`src/rtl/reservoir_history_ctrl_pkg.sv`:
```
// Shared types and default widths for the reservoir history RAM controller.
package reservoir_hist_pkg;

   localparam int ADDR_WIDTH_DEF   = 20;
   localparam int DATA_WIDTH_DEF   = 32;
   localparam int MAX_WR_BURST_DEF = 8;

   typedef enum logic [1:0] {
      EMPTY   = 2'd0,
      FILLING = 2'd1,
      FULL    = 2'd2
   } fill_state_e;

   typedef enum logic [1:0] {
      NONE = 2'd0,
      WR   = 2'd1,
      RD   = 2'd2
   } grant_e;

endpackage

```
`src/rtl/reservoir_history_ctrl_arbiter.sv`:
```
// Burst-limited grant between the sample writer and the readout reader.
// The writer normally wins, but a waiting reader is let through after MAX_WR_BURST writes.
module hist_rr_arbiter
   import reservoir_hist_pkg::*;
#(
   parameter int MAX_WR_BURST = MAX_WR_BURST_DEF
) (
   input  logic   clk,
   input  logic   rst_n,
   input  logic   wr_valid,
   input  logic   rd_valid,
   input  logic   wr_block,
   input  logic   clear,
   output grant_e grant
);

   localparam int            BW          = $clog2(MAX_WR_BURST + 1);
   localparam logic [BW-1:0] BURST_LIMIT = BW'(MAX_WR_BURST);

   logic [BW-1:0] burst_cnt_q;
   logic [BW-1:0] burst_cnt_d;
   logic          wr_req;

   always_comb begin
      wr_req = wr_valid && !wr_block;
      grant  = NONE;
      if (clear) begin
         grant = NONE;
      end else if (wr_req && rd_valid) begin
         grant = (burst_cnt_q == BURST_LIMIT) ? RD : WR;
      end else if (wr_req) begin
         grant = WR;
      end else if (rd_valid) begin
         grant = RD;
      end
   end

   // The count only measures writes that overtook a reader that is still waiting.
   always_comb begin
      burst_cnt_d = burst_cnt_q;
      if (clear || !rd_valid || grant == RD) begin
         burst_cnt_d = '0;
      end else if (grant == WR) begin
         burst_cnt_d = burst_cnt_q + 1'b1;
      end
   end

   always_ff @(posedge clk or negedge rst_n) begin
      if (!rst_n) begin
         burst_cnt_q <= '0;
      end else begin
         burst_cnt_q <= burst_cnt_d;
      end
   end

endmodule

```
`src/rtl/reservoir_history_ctrl.sv`:
```
// Sequences the single-port reservoir history RAM between the sample writer and the readout reader.
// Writes fill addresses 0..MEM_SIZE-1 in order; reads return data or an error two cycles after accept.
module reservoir_history_ctrl
   import reservoir_hist_pkg::*;
#(
   parameter int MEM_SIZE     = 2**ADDR_WIDTH_DEF,
   parameter int ADDR_WIDTH   = ADDR_WIDTH_DEF,
   parameter int DATA_WIDTH   = DATA_WIDTH_DEF,
   parameter int MAX_WR_BURST = MAX_WR_BURST_DEF
) (
   input  logic                  clk,
   input  logic                  rst_n,
   input  logic                  clear,
   input  logic                  wr_valid,
   output logic                  wr_ready,
   input  logic [DATA_WIDTH-1:0] wr_data,
   input  logic                  rd_valid,
   output logic                  rd_ready,
   input  logic [ADDR_WIDTH-1:0] rd_addr,
   output logic                  rd_data_valid,
   output logic [DATA_WIDTH-1:0] rd_data,
   output logic                  rd_err,
   output logic [ADDR_WIDTH:0]   wr_count,
   output logic                  full,
   output logic                  mem_wen,
   output logic [ADDR_WIDTH-1:0] mem_addr,
   output logic [DATA_WIDTH-1:0] mem_din,
   input  logic [DATA_WIDTH-1:0] mem_dout
);

   localparam logic [ADDR_WIDTH:0] FULL_COUNT = (ADDR_WIDTH + 1)'(MEM_SIZE);

   fill_state_e           state_q, state_d;
   logic [ADDR_WIDTH:0]   wr_count_q, wr_count_d;
   logic                  full_q, full_d;
   logic                  mem_wen_q, mem_wen_d;
   logic [ADDR_WIDTH-1:0] mem_addr_q, mem_addr_d;
   logic [DATA_WIDTH-1:0] mem_din_q, mem_din_d;
   logic                  rd_s1_vld_q, rd_s1_vld_d;
   logic                  rd_s1_err_q, rd_s1_err_d;
   logic                  rd_s2_vld_q, rd_s2_vld_d;
   logic                  rd_s2_err_q, rd_s2_err_d;
   logic                  rd_data_valid_q, rd_data_valid_d;
   logic                  rd_err_q, rd_err_d;
   logic [DATA_WIDTH-1:0] rd_data_q, rd_data_d;

   grant_e                grant;
   logic                  wr_acc;
   logic                  rd_acc;
   logic                  rd_in_range;

   hist_rr_arbiter #(
      .MAX_WR_BURST (MAX_WR_BURST)
   ) u_arb (
      .clk      (clk),
      .rst_n    (rst_n),
      .wr_valid (wr_valid),
      .rd_valid (rd_valid),
      .wr_block (state_q == FULL),
      .clear    (clear),
      .grant    (grant)
   );

   // Handshakes stay low while reset is held, even though the arbiter itself is combinational.
   assign wr_ready    = rst_n && !clear && (state_q != FULL) && (grant == WR);
   assign rd_ready    = rst_n && !clear && (grant == RD);
   assign wr_acc      = wr_valid && wr_ready;
   assign rd_acc      = rd_valid && rd_ready;
   assign rd_in_range = ({1'b0, rd_addr} < wr_count_q);

   always_comb begin
      state_d         = state_q;
      wr_count_d      = wr_count_q;
      mem_wen_d       = 1'b0;
      mem_addr_d      = mem_addr_q;
      mem_din_d       = mem_din_q;
      rd_s1_vld_d     = rd_acc;
      rd_s1_err_d     = rd_acc && !rd_in_range;
      rd_s2_vld_d     = rd_s1_vld_q;
      rd_s2_err_d     = rd_s1_err_q;
      rd_data_valid_d = rd_s2_vld_q;
      rd_err_d        = rd_s2_vld_q && rd_s2_err_q;
      rd_data_d       = (rd_s2_vld_q && !rd_s2_err_q) ? mem_dout : '0;

      // An out-of-range read leaves the RAM address untouched so it never toggles the RAM.
      if (wr_acc) begin
         mem_wen_d  = 1'b1;
         mem_addr_d = wr_count_q[ADDR_WIDTH-1:0];
         mem_din_d  = wr_data;
         wr_count_d = wr_count_q + 1'b1;
      end else if (rd_acc && rd_in_range) begin
         mem_addr_d = rd_addr;
      end

      case (state_q)
         EMPTY: begin
            if (wr_acc) begin
               state_d = (wr_count_d == FULL_COUNT) ? FULL : FILLING;
            end
         end
         FILLING: begin
            if (wr_acc && (wr_count_d == FULL_COUNT)) begin
               state_d = FULL;
            end
         end
         FULL: begin
            state_d = FULL;
         end
         default: begin
            state_d = EMPTY;
         end
      endcase

      if (clear) begin
         state_d    = EMPTY;
         wr_count_d = '0;
      end

      full_d = (wr_count_d == FULL_COUNT);
   end

   always_ff @(posedge clk or negedge rst_n) begin
      if (!rst_n) begin
         state_q         <= EMPTY;
         wr_count_q      <= '0;
         full_q          <= 1'b0;
         mem_wen_q       <= 1'b0;
         mem_addr_q      <= '0;
         mem_din_q       <= '0;
         rd_s1_vld_q     <= 1'b0;
         rd_s1_err_q     <= 1'b0;
         rd_s2_vld_q     <= 1'b0;
         rd_s2_err_q     <= 1'b0;
         rd_data_valid_q <= 1'b0;
         rd_err_q        <= 1'b0;
         rd_data_q       <= '0;
      end else begin
         state_q         <= state_d;
         wr_count_q      <= wr_count_d;
         full_q          <= full_d;
         mem_wen_q       <= mem_wen_d;
         mem_addr_q      <= mem_addr_d;
         mem_din_q       <= mem_din_d;
         rd_s1_vld_q     <= rd_s1_vld_d;
         rd_s1_err_q     <= rd_s1_err_d;
         rd_s2_vld_q     <= rd_s2_vld_d;
         rd_s2_err_q     <= rd_s2_err_d;
         rd_data_valid_q <= rd_data_valid_d;
         rd_err_q        <= rd_err_d;
         rd_data_q       <= rd_data_d;
      end
   end

   assign wr_count      = wr_count_q;
   assign full          = full_q;
   assign mem_wen       = mem_wen_q;
   assign mem_addr      = mem_addr_q;
   assign mem_din       = mem_din_q;
   assign rd_data_valid = rd_data_valid_q;
   assign rd_err        = rd_err_q;
   assign rd_data       = rd_data_q;

endmodule

```
`config.mk`:
```
export PLATFORM = sky130hd
export DESIGN_NAME = reservoir_history_ctrl
export DESIGN_NICKNAME = d
export VERILOG_FILES = /design/src/rtl/reservoir_history_ctrl_pkg.sv /design/src/rtl/reservoir_history_ctrl_arbiter.sv /design/src/rtl/reservoir_history_ctrl.sv
export SDC_FILE = /design/constraint.sdc
export NUM_CORES = 1
export LEC_CHECK = 0
export ABC_AREA = 1
export ABC_CLOCK_PERIOD_IN_PS = 1990
export CAP_MARGIN = 20
export CORE_MARGIN = 3
export CORE_UTILIZATION = 30
export DETAILED_ROUTE_END_ITERATION = 8
export DONT_BUFFER_PORTS = 1
export PLACE_DENSITY = 0.49
export SETUP_SLACK_MARGIN = 0.02
export SYNTH_ARGS = -nofsm -noshare
export SYNTH_HDL_FRONTEND = slang
export SYNTH_SLANG_ARGS = --single-unit
```
`constraint.sdc`:
```
create_clock -name clk -period 1.99 [get_ports clk]
set_input_delay 0.398 -clock clk [delete_from_list [all_inputs] [get_ports clk]]
set_output_delay 0.398 -clock clk [all_outputs]
set_load 0.005 [all_outputs]
```
==> flow_results.org <==
** Status
- Run status :: finished, violations left
- Violated checks :: negative hold slack, negative setup slack

** Synthesis
- Area of the mapped netlist :: 0.005714 mm²
- The commonest cells after synthesis are nand2_1 (242), dfrtp_1 (119), nor2_1 (95).
- Yosys synthesis warning count :: 0
- By area the synthesized netlist is led by dfrtp_1 (52%), nand2_1 (16%), nor2_1 (6.2%).
- After synthesis, the share of flip-flops with an asynchronous set or reset is 100.0%.
- The synthesized design contains 119 register bits.
- Unique cell type count in the Yosys netlist :: 29
- The synthesized design contains 0 enable-type register cells.
- The synthesized design spends more area on one cell type than any other, namely dfrtp_1.
- In the post-synthesis netlist, the cell with the most instances is nand2_1.
- Most frequently used flop master after synthesis :: dfrtp_1
- Of the post-synthesis cell area, the dominant cell type holds 52.11%.
- Net count of the mapped netlist :: 825
- Share of the yosys chip area belonging to registers :: 52.11%
- Average cell area after synthesis :: 8.048 µm²
- Cell count after synthesis :: 710

** Global routing
- Entering global routing, the biggest net connects 121 pins.
- Global routing used 17.98% of the available tracks.
- Via count of the first global-routing pass :: 5293
- The first global-routing pass estimated 28350 µm of wire.
- Initial antenna violation count :: 0
- For this run the aggregate overflow at the end of global routing stands at 0.

** STA
- Max frequency :: 461.2 MHz
- The hold violation total from the final report was 119.
- Slew at the pin with the worst max-slew slack :: 0.5215 ns
- On the final layout, the worst hold slack is -0.3173 ns.
- Setup violations remaining at the end of the flow were counted as 24.
- Relative slew slack :: 64.87%
- Across all setup checks in the final design, the least slack found is -0.1784 ns.
- Final Cycle Share :: 109.0%
- Setup repair after global routing could not meet its margin everywhere.
- Number of max-slew violations in the final report :: 0
- Summed over all failing endpoints, the final setup total negative slack is -2.236 ns.
- Across the routed clock network, the largest skew measured is 0.01109 ns.
- The smallest clock period supported by the final layout is computed as 2.168 ns.

** Setup path
- Along the worst path, the maximum fanout reaches 12.
- Setup slack on the worst reg-to-reg path comes out at -0.18 ns.
- Worst Setup End Kind :: flip-flop
- Kind of start point of the critical path :: flip-flop
- Most frequent CP cell :: nand2_1
- At the worst endpoint, the required time is 2.35 ns.
- At the worst endpoint, the arrival time is 2.52 ns.
- Cell chain of the critical path :: ha_4 -> inv_2 -> nand2_4 -> nor2_4 -> nand2_8 -> inv_4 -> buf_12 -> nand3_1 -> o21ai_2 -> nand2_1 -> nor2_1 -> nand2_1 -> nor2_4 -> nand3_2 -> nand2_2 -> nand3_2 -> nand2_1
- Grouping stages by cell kind, the critical path spends the most delay in simple AND/OR/NAND/NOR gates.
- Largest stage delay, worst path :: 0.41 ns
- Critical path's slowest cell :: dfrtp_1
- Buffering stage count on the worst path with inverters included :: 3
- Crit Path Category :: flip-flop to flip-flop

** Detailed routing
- Number of search-and-repair iterations in the first detailed-routing pass :: 4
- Routed wirelength normalized by instance count :: 17.14 µm
- Antenna Violating Nets Remaining :: 0
- Violation count after the first detailed-route iteration :: 251
- Using the TritonRoute via totals, the vias-per-cell ratio works out to 4.699.
- After detailed routing, the total wire length is 18930 µm.
- The routed layout has 5188 vias.
- # DRC :: 0

** Floorplan
- Num ports :: 200
- Placement Rows :: 49
- Area of the core region :: 0.01833 mm²
- Width of the chip :: 144.0 µm
- The die covers 0.02074 mm².
- For this configuration, the core starts out at a cell density of 31.17%.
- Measured along the y axis, the die boundary spans 144.0 µm.

** Layout
- 0 antenna diodes ended up in the layout.
- In the final design database the tool counted 978 nets.
- Counting the fill cells in the layout gives 1783.
- The finished cells cover 0.008393 mm².
- Fraction of final layout cells with drive strength greater than 1 :: 35.54%
- Compared with the post-synthesis result, the final layout area differs by 46.88%.

** Placement
- The congestion estimate from routability-driven global placement came to 0.9095.
- Port-buffer cells :: 0
- Summing all placed instances gives a cell area of 0.006684 mm².
- Post-detailed-placement half-perimeter wirelength :: 13470 µm

** Power
- Leak pwr :: 0.004319 µW
- Power spread over the standard cell area amounts to 872.1 mW/mm².
- Maximum vdd drop :: 653.0 µV

** CTS
- The clock tree synthesis step divided the H-tree into 4 levels.
- The clock passes through at most 2 buffers.
- TritonCTS built the clock tree.
- CTS Buf Count :: 17
- Sinks on the clock net :: 119
- Clock network latency to the later pin of the worst-skew pair :: 0.42 ns
- The tree is rooted in a clkbuf_16.
- Clock-pin slew was measured on the worst setup and hold paths at 0.06 ns.

** Min path
- The path class of the tightest hold or removal check is input pin to asynchronous set/reset pin.

** Run
- Max-capacitance violation count :: 0
## what timing repair did
action,in CTS,in global routing
endpoints found under the setup margin,25,28
resized for setup,97,70
pin swaps,45,46
endpoints found under the hold margin,119,119
gates cloned,5,1
setup buffers,38,24
## layout by cell type (no fill, tap or decap), types with 4 or more instances in the layout
master,instances
nand4_1,9
ha_1,15
o21ai_2,4
buf_4,135
nand2_4,14
nand2_2,20
nor2_4,12
inv_6,4
nor2_2,10
buf_12,5
nand3_2,17
dfrtp_1,112
ha_4,10
clkinvlp_4,5
buf_6,12
inv_2,10
nor2_1,81
inv_1,68
dfrtp_2,7
clkbuf_16,18
nand3_1,28
nand2_1,210
o21ai_1,4
a21oi_1,9
o21ai_0,17
xor2_1,4
## routing by layer
metal / routed length (µm) / up-vias / global-route usage [%]
met5: 0 / - / 0
met4: 376 / 0 / 5.748
met3: 1360 / 22 / 5.721
met2: 9136 / 184 / 29.79
met1: 8054 / 2452 / 22.34
li1: - / 2530 / -
## sequential cells by signal, summed over array words and instances (netlist names)
register and flops:
state_q 2, mem_wen 1, wr_count 21, rd_err 1
rd_s1_err_q 1, full 1, rd_s2_err_q 1, rd_s1_vld_q 1
mem_din 32, rd_data 32, mem_addr 20, rd_data_valid_d 1
u_arb.burst_cnt_q 4, rd_data_valid 1
## final cells by class
| type | instances | area (µm²) | area share [%] |
|---|---|---|---|
| clock buffer | 18 | 439.2 | 5.233 |
| clock inverter | 13 | 121.4 | 1.446 |
| inverter | 80 | 307.8 | 3.667 |
| multi-input combinational | 488 | 2893 | 34.47 |
| sequential | 119 | 2987 | 35.58 |
| tap | 229 | 286.5 | 3.414 |
| timing repair buffer | 157 | 1359 | 16.19 |
## per-stage QoR
step,setup slack [ns],total power [µW],hold slack (ns),util [%],std cells
after detailed placement,-0.2419,4127,0.1070,36.46,1014
final,-0.1784,7320,-0.3173,45.79,1104
after global placement,-0.1551,4086,0.1068,36.46,1014
after floorplan,0.01113,3697,0.1024,-,710
after CTS,-0.2152,7288,-0.3391,43.50,1087
after global routing,-0.3372,7763,-0.3464,45.79,1104
## worst register-to-register path, stage by stage, from the launching register on
cell and delay, ns:
dfrtp_1 0.41, ha_4 0.17, inv_2 0.05, nand2_4 0.05, nor2_4 0.18, nand2_8 0.11
inv_4 0.09, buf_12 0.13, nand3_1 0.10, o21ai_2 0.08, nand2_1 0.07, nor2_1 0.11
nand2_1 0.11, nor2_4 0.15, nand3_2 0.09, nand2_2 0.10, nand3_2 0.06, nand2_1 0.06
## cells by family after synthesis
kind of cell               Yosys count  share of synthesized area [%]
and+or+nand+nor                    409                          29.58
xor gates and xnor gates             7                          1.073
DFF                                119                          52.11
buffers and inverters              104                          7.094
adders and majority gates           26                          5.693
AOI/OAI and AO/OA                   45                          4.445
## power breakdown
part / internal [µW] / total (µW) / switching (µW) / leakage, µW
Combinational: 599 / 1250 / 646 / 0.00249
Clock: 1750 / 2920 / 1170 / 0.000262
Sequential: 2800 / 3160 / 354 / 0.00157
## worst paths after layout
path	from	end	depth (start not counted)
max in group asynchronous	rst_n	state_q[1]	0
hold reg to reg	rd_s1_err_q	rd_s2_err_q	0
setup / recovery	state_q[1]	state_q[1]	17
min in group clk	clear	wr_count[18]	1
setup reg to reg	state_q[1]	state_q[1]	17
hold / removal	rst_n	mem_addr[18]	0
Power figures use the tool's default switching activity.
